--- src/rtl/sctag_dir_ctl_gen.sv ---
// rtl/sctag_dir_ctl_gen.sv - L2 tag directory panel enables, read-select staging and warm-clear sequencer
module sctag_dir_ctl_gen #(
  parameter int NPANEL = 4,
  parameter int NENTRY = 64,
  parameter int ENTW   = 6,
  parameter int MASKW  = 8
) (
  input  logic              rclk,
  input  logic              arst_l,
  input  logic              se,
  input  logic              si,
  input  logic              sehold,
  output logic              so,
  input  logic [NPANEL-1:0] lkup_en_c4_buf,
  input  logic [MASKW-1:0]  inval_mask_c4_buf,
  input  logic [NPANEL-1:0] rw_dec_c4_buf,
  input  logic              rd_en_c4_buf,
  input  logic              wr_en_c4_buf,
  input  logic [ENTW-1:0]   rw_entry_c4_buf,
  input  logic              dir_clear_c4_buf,
  output logic [NPANEL-1:0] rd_data_en_c4,
  output logic [NPANEL-1:0] wr_data_en_c4,
  output logic [NPANEL-1:0] cam_en_c4,
  output logic [ENTW-1:0]   rw_entry_c4,
  output logic [MASKW-1:0]  inval_mask_c4,
  output logic              warm_rst_c4,
  output logic [NPANEL-1:0] rd_data_sel_c5,
  output logic              rd_data_sel_left_c6,
  output logic              rd_data_sel_right_c6,
  output logic              clr_busy,
  output logic              clr_done
);

  typedef enum logic [1:0] {IDLE = 2'd0, CLEAR = 2'd1, DONE = 2'd2} state_e;

  localparam int CHW = 2 + ENTW + NPANEL + 2;

  state_e            state_q, state_d;
  logic [ENTW-1:0]   cnt_q, cnt_d;
  logic [NPANEL-1:0] c5_q, c5_d;
  logic              left_q, left_d;
  logic              right_q, right_d;
  logic [CHW-1:0]    chain_q;
  logic [CHW-1:0]    scan_d;
  logic              busy;

  assign chain_q = {state_q, cnt_q, c5_q, left_q, right_q};
  assign scan_d  = {chain_q[CHW-2:0], si};
  assign so      = chain_q[CHW-1];

  always_comb begin
    busy    = (state_q == CLEAR);
    state_d = state_q;
    cnt_d   = cnt_q;
    if (!sehold) begin
      case (state_q)
        IDLE: begin
          if (dir_clear_c4_buf) begin
            state_d = CLEAR;
            cnt_d   = '0;
          end
        end
        CLEAR: begin
          // Natural wrap of cnt leaves it at 0 on the way into DONE
          cnt_d = cnt_q + ENTW'(1);
          if (cnt_q == ENTW'(NENTRY - 1)) state_d = DONE;
        end
        DONE: begin
          state_d = dir_clear_c4_buf ? CLEAR : IDLE;
          cnt_d   = '0;
        end
        default: begin
          state_d = IDLE;
          cnt_d   = '0;
        end
      endcase
    end

    if (busy) begin
      rd_data_en_c4 = '0;
      wr_data_en_c4 = '1;
      cam_en_c4     = '0;
      rw_entry_c4   = cnt_q;
    end else begin
      rd_data_en_c4 = {NPANEL{rd_en_c4_buf}} & rw_dec_c4_buf;
      wr_data_en_c4 = {NPANEL{wr_en_c4_buf & ~dir_clear_c4_buf}} & rw_dec_c4_buf;
      cam_en_c4     = lkup_en_c4_buf;
      rw_entry_c4   = rw_entry_c4_buf;
    end

    // Only the panel 0/1 select flops honour sehold
    c5_d = rd_data_en_c4;
    if (sehold) c5_d[1:0] = c5_q[1:0];

    left_d  = 1'b0;
    right_d = 1'b0;
    for (int i = 0; i < NPANEL; i += 2) left_d  = left_d  | c5_q[i];
    for (int i = 1; i < NPANEL; i += 2) right_d = right_d | c5_q[i];

    if (se) begin
      state_d = state_e'(scan_d[CHW-1 -: 2]);
      cnt_d   = scan_d[CHW-3 -: ENTW];
      c5_d    = scan_d[NPANEL+1:2];
      left_d  = scan_d[1];
      right_d = scan_d[0];
    end
  end

  always_ff @(posedge rclk or negedge arst_l) begin
    if (!arst_l) begin
      state_q <= IDLE;
      cnt_q   <= '0;
      c5_q    <= '0;
      left_q  <= 1'b0;
      right_q <= 1'b0;
    end else begin
      state_q <= state_d;
      cnt_q   <= cnt_d;
      c5_q    <= c5_d;
      left_q  <= left_d;
      right_q <= right_d;
    end
  end

  assign inval_mask_c4        = inval_mask_c4_buf;
  assign warm_rst_c4          = busy;
  assign clr_busy             = busy;
  assign clr_done             = (state_q == DONE);
  assign rd_data_sel_c5       = c5_q;
  assign rd_data_sel_left_c6  = left_q;
  assign rd_data_sel_right_c6 = right_q;

endmodule

--- config.mk ---
export PLATFORM = sky130hd
export DESIGN_NAME = sctag_dir_ctl_gen
export DESIGN_NICKNAME = d
export VERILOG_FILES = /design/src/rtl/sctag_dir_ctl_gen.sv
export SDC_FILE = /design/constraint.sdc
export NUM_CORES = 1
export LEC_CHECK = 0
export ABC_CLOCK_PERIOD_IN_PS = 1900
export BUFFER_PORTS_ARGS = -buffer_cell sky130_fd_sc_hd__buf_4
export CAP_MARGIN = 20
export CELL_PAD_IN_SITES_DETAIL_PLACEMENT = 0
export CELL_PAD_IN_SITES_GLOBAL_PLACEMENT = 1
export CORE_MARGIN = 1
export CORE_UTILIZATION = 29
export CTS_BUF_LIST = sky130_fd_sc_hd__clkbuf_2
export DETAILED_ROUTE_END_ITERATION = 8
export HOLD_SLACK_MARGIN = 0.03
export MAX_ROUTING_LAYER = met4
export PLACE_DENSITY_LB_ADDON = 0.12
export SLEW_MARGIN = 20
export SYNTH_ARGS = -nofsm -noshare
export SYNTH_HDL_FRONTEND = slang
export SYNTH_SLANG_ARGS = --single-unit
--- constraint.sdc ---
create_clock -name rclk -period 1.9 [get_ports rclk]
set_clock_uncertainty 0.2 [all_clocks]
set_input_delay 0.095 -clock rclk [delete_from_list [all_inputs] [get_ports rclk]]
set_output_delay 0.095 -clock rclk [all_outputs]
set_load 0.05 [all_outputs]
==> results.yml, run 1 <==
outcome:
  status: "finished, final reports clean"
synthesis:
  synth_cell_type_count: 33
  synth_seq_cells: 14
  yosysTopAreaCellShare: 0.350
  syn_nets: 152
  avgSynthCellArea_um2: 8.27
  seq_area_frac_synth: 0.350
  synthTopCellsByArea: "dfrtp_1 (35%), buf_4 (8.3%), nand2_1 (7.1%), o21ai_0 (4.0%), a21oi_1 (3.5%)"
  synth_top_area_cell: "dfrtp_1"
  postSynthCellCount: 121
  syn_area_mm2: 0.00100
  ys_warn_count: 0
clock_network:
  clkTransAtPathRegs_ns: 0.15
  cts_tree: "built"
  htreeDepth: 1
  numCtsBuffers: 3
  cts_root_buf: "clkbuf_2"
  clockBufferDepth: 2
  clock_latency_ns: 0.29
  clock-sinks: 14
grt:
  antenna_found_initial: 0
  grt_use_total: 0.173
  grt-ovfl-total: 0
  grt_pass1_wl_um: 4510
  grt_pass1_vias: 1025
  grt_max_degree: 28
sta:
  finalCritPeriodShare: 0.964
  hold_viol: 0
  fmax_ghz: 0.546
  setup_tns_ns: 0
  setup_viol: 0
  tightestPinTransition_ns: 0.660
  rsz0062_at_grt: "false"
  slew_headroom: 0.558
  setup_ws_ns: 0.0693
  slew_viol_final: 0
  period_needed_ns: 1.83
drt:
  drtAntennaViolNets: 0
  wirelength_met1_um: 1240
  vias_per_cell: 4.90
  dr_wl_met3_um: 136
  vias: 1102
  dr_wl_met2_um: 1480
  firstDrtPassIters: 4
  drtIter0Drc: 34
  route.detailed.drc: 0
  wl_um: 2900
  routed.top_layer: "met4"
  wl_per_cell_um: 12.9
die:
  dieArea_mm2: 0.00369
  chipHeight_um: 60.8
  io_pins: 66
  rows: 20
  initial_utilization: 0.317
  core-area_mm2: 0.00315
  die_w_um: 60.8
critical_path:
  worstPathRequired_ns: 1.60
  crit_type: "flip-flop to output port"
  cp.arrival_ns: 1.54
  cp_max_fo: 8
  critPathCaptureType: "output port"
  startpoint_type: "flip-flop"
placement:
  routabilityCongestion: 0.794
  dp_slack_ns: 0.205
  place_hpwl_um: 2060
  numPortBuffers: 49
  dp.cells: 201
final_layout:
  syn_to_final_growth_pct: 58.4
  n_antenna_cell: 0
  instances_no_fill: 225
  layout_commonest_cell: "buf_4"
  fin_nets: 213
  drive_gt1_frac: 0.392
  layout_common_cells: "buf_4 (51), nand2_1 (19), dlygate4sd3_1 (17), dfrtp_1 (12), a21oi_1 (7)"
  utilization: 0.503
pwr:
  powerDensity_mw_per_mm2: 832
  p_int_uw: 657
  swShare: 0.502
  finalPower_mw: 1.32
  comb_power_share: 0.587
  leakagePower_nw: 0.764
  switchingPower_uw: 662
  vdd_ir_drop_max_v: 0.000349
  pwr-share-clk: 0.115
  power_frac_seq: 0.298
min_path:
  hold_class: "input port to flip-flop"
job:
  maxCapViolCount: 0
-- synth_stat cells --
master / number
nand2_1: 19
dfrtp_1: 14
buf_4: 11
o21ai_0: 8
a21oi_1: 7
inv_1: 6
nor2_1: 6
and2_1: 5
and3_1: 4
nor2b_1: 4
o21ai_1: 4
a32oi_1: 3
buf_2: 3
mux2_1: 3
nor3_1: 3
and3_4: 2
mux2_2: 2
nand3_1: 2
a211oi_1: 1
a21boi_1: 1
a221o_1: 1
a221oi_1: 1
a311oi_1: 1
buf_6: 1
clkbuf_1: 1
ha_1: 1
nand2b_1: 1
nand2b_2: 1
nand4_1: 1
nor3b_1: 1
o31ai_1: 1
o41ai_2: 1
or4_1: 1
-- state kept, by name, indices dropped and copies added, names as in the netlist --
signal and flops:
rd_data_sel_c5 4, rd_data_sel_left_c6 1, state_q 2, cnt_q 6
rd_data_sel_right_c6 1
-- logic make-up (layout without fill, tap and decap cells) --
kind of cell,after synthesis,in the layout,share of synthesized area
and+or+nand+nor,50,50,0.259
AOI/OAI and AO/OA,29,29,0.188
buffers and inverters,22,82,0.135
DFF,14,14,0.350
muxes,5,5,0.0562
adders and majority gates,1,1,0.0125
-- critical path, stage by stage, from the launching register on --
cell and delay (ns):
dfrtp_2 0.43, nand2b_4 0.17, buf_6 0.14, mux2_1 0.31, buf_4 0.19
-- area by class of cell --
| cell class | count | area [um^2] |
|---|---|---|
| fill | 322 | 1570 |
| timing repair buffer | 72 | 598 |
| multi-input combinational | 85 | 534 |
| sequential | 14 | 353 |
| tap | 44 | 55.1 |
| inverter | 6 | 26.3 |
| clock buffer | 3 | 15.0 |
| clock inverter | 1 | 3.75 |
-- power groups by stage --
| stage | Clock, mW | Combinational (mW) | Sequential, mW |
|---|---|---|---|
| floorplan | 0 | 0.474 | 0.454 |
| global placement | 0 | 0.682 | 0.400 |
| detailed placement | 0 | 0.686 | 0.402 |
| CTS | 0.155 | 0.762 | 0.395 |
| global route | 0.166 | 0.828 | 0.400 |
| finish | 0.151 | 0.775 | 0.393 |
-- routing by layer --
metal,GRT usage,vias to the layer above
met4,0.0779,0
met5,-,-
met1,0.214,513
li1,-,534
met2,0.289,51
met3,0.0128,4
-- through the flow --
step,hold slack (ns),instance area [um^2]
final,0.0518,1590
after global routing,0.0557,1590
after CTS,0.0438,1560
after detailed placement,-0.242,1350
after global placement,-0.241,1350
after floorplan,-0.401,1020
-- path summary, 6_finish.rpt --
kind,slack (ns),from,depth (start not counted),to
hold reg to reg,0.32,rd_data_sel_right_c6$_DFF_PN0_,2,rd_data_sel_left_c6$_DFF_PN0_
setup / recovery,0.07,state_q[1]$_DFFE_PN0P_,4,rw_entry_c4[5]
min in group asynchronous,0.68,arst_l,3,rd_data_sel_left_c6$_DFF_PN0_
max in group asynchronous,0.36,arst_l,3,state_q[1]$_DFFE_PN0P_
hold / removal,0.05,rw_dec_c4_buf[1],4,rd_data_sel_c5[1]$_DFFE_PN0P_
setup reg to reg,0.21,state_q[0]$_DFFE_PN0P_,5,cnt_q[0]$_DFFE_PN0P_
-- what timing repair did --
item                                    4_1_cts  5_1_grt
buffers inserted                              1        2
hold buffers                                 17        0
endpoints found under the setup margin        9        5
resized for setup                             3        4
cloned                                        0        0
endpoints found under the hold margin        31        0
No activity file was read; power rests on OpenSTA's default activity.
==> inputs of run 2 (changes only) <==
--- a/constraint.sdc
+++ b/constraint.sdc
@@ -4,2 +4,2 @@
 set_output_delay 0.095 -clock rclk [all_outputs]
-set_load 0.05 [all_outputs]
+set_load 0.02 [all_outputs]
==> run 2 against run 1 <==
Clock-buffer cell count stayed put. First-iteration DRC count is 12% higher. Routed wire length is 5.2% lower. Non-clock buffer count is 2 higher. Via count is 1.4% lower. Sequential share of layout area is 0.34 points lower. Fmax is 0.62% higher. Design area is 1.2% higher. Setup slack better by 0.011 ns. Critical path depth is 3 higher. Sequential power hardly changed.
==> results.yml, run 2 (synthesized netlist as in run 1, its figures left out) <==
outcome:
  status: "finished, final reports clean"
clock_network:
  numCtsBuffers: 3
  clock_latency_ns: 0.29
  clkTransAtPathRegs_ns: 0.15
  clockBufferDepth: 2
  htreeDepth: 1
  clock-sinks: 14
  cts_root_buf: "clkbuf_2"
  cts_tree: "built"
die:
  rows: 20
  initial_utilization: 0.317
  dieArea_mm2: 0.00369
  chipHeight_um: 60.8
  core-area_mm2: 0.00315
  die_w_um: 60.8
  io_pins: 66
grt:
  grt_use_total: 0.154
  grt_pass1_vias: 922
  grt_pass1_wl_um: 4000
  grt_max_degree: 31
  grt-ovfl-total: 0
  antenna_found_initial: 0
sta:
  slew_headroom: 0.565
  hold_viol: 0
  slew_viol_final: 0
  fmax_ghz: 0.550
  setup_ws_ns: 0.0806
  finalCritPeriodShare: 0.958
  fin_hold_ws_ns: 0.0359
  setup_tns_ns: 0
  rsz0062_at_grt: "false"
  tightestPinTransition_ns: 0.651
  setup_viol: 0
  period_needed_ns: 1.82
critical_path:
  critPathCaptureType: "flip-flop"
  crit_type: "input port to flip-flop"
  startpoint_type: "input port"
  cp_max_fo: 27
  r2r_cells: 5
  cp.arrival_ns: 1.86
  reg2reg_from: "state_q[0]$_DFFE_PN0P_"
  worstPathRequired_ns: 1.94
  cp-startpoint: "se"
final_layout:
  utilization: 0.509
  multi_input_area_um2: 523
  largest_register_ff_count: 6
  layout_common_cells: "buf_4 (53), nand2_1 (19), dlygate4sd3_1 (19), dfrtp_1 (13), o21ai_0 (8)"
  seq_area_um2: 352
  drive_gt1_frac: 0.361
  layout_commonest_cell: "buf_4"
  fin_nets: 215
  num-fill-cells: 321
  top_register: "cnt_q"
  instances_no_fill: 227
  n_antenna_cell: 0
  syn_to_final_growth_pct: 60.3
drt:
  wl_per_cell_um: 12.1
  firstDrtPassIters: 4
  vias: 1087
  vias_per_cell: 4.79
  route.detailed.drc: 0
  drtAntennaViolNets: 0
  drtIter0Drc: 38
  wl_um: 2750
pwr:
  leakagePower_nw: 0.785
  vdd_ir_drop_max_v: 0.000214
  powerDensity_mw_per_mm2: 691
min_path:
  holdPathStages: 3
  hold_class: "input port to flip-flop"
  min_from: "dir_clear_c4_buf"
job:
  maxCapViolCount: 0
placement:
  place_hpwl_um: 1870
  dp.cells: 200
  numPortBuffers: 49
  dp_slack_ns: 0.277
  routabilityCongestion: 0.769
-- run 2: repair_timing --
| action | in CTS | in global routing |
|---|---|---|
| endpoints found under the setup margin | 1 | 3 |
| setup buffers | 1 | 2 |
| cloned | 0 | 1 |
| gates resized for setup | 0 | 3 |
| endpoints found under the hold margin | 31 | 0 |
| hold buffers | 19 | 0 |
-- run 2: through the flow --
stage | instance area (um^2) | power (mW)
floorplan | 1000 | 0.699
global placement | 1340 | 0.880
detailed placement | 1340 | 0.884
CTS | 1560 | 1.08
global route | 1600 | 1.18
finish | 1600 | 1.11
-- run 2: path summary, 6_finish.rpt --
check,end,slack (ns)
max reg2reg,cnt_q[0]$_DFFE_PN0P_,0.25
min in group asynchronous,rd_data_sel_left_c6$_DFF_PN0_,0.69
max,cnt_q[5]$_DFFE_PN0P_,0.08
min reg2reg,rd_data_sel_left_c6$_DFF_PN0_,0.30
max in group asynchronous,state_q[0]$_DFFE_PN0P_,0.37
min,state_q[0]$_DFFE_PN0P_,0.04
-- run 2: power by group --
part	switching (mW)	leakage, nW	internal, mW
Sequential	0.0519	0.176	0.342
Combinational	0.288	0.595	0.275
Clock	0.106	0.0140	0.0457
Total	0.446	0.785	0.663
-- run 2: final cells by class --
cell class              instances  area share
flip-flops and latches         14       0.219
multi-input cells              85       0.326
well taps                      44      0.0343
repair buffers                 74       0.395
clock buffers                   3     0.00936
clock inverters                 1     0.00234
inverters                       6      0.0140
-- run 2: routing by layer --
layer  share of wire  track usage  vias to the layer above
met3           0.066       0.0128                        5
met5               0            -                        -
met1            0.44        0.188                      488
met2            0.47        0.250                       58
met4           0.020       0.0877                        0
li1                -            -                      536
-- run 2: critical path, stage by stage --
cell and delay, ns:
dlygate4sd3_1 0.53, buf_4 0.26, nand2b_2 0.19, o41ai_2 0.06, buf_4 0.17, or4_1 0.47, nand3_1 0.08
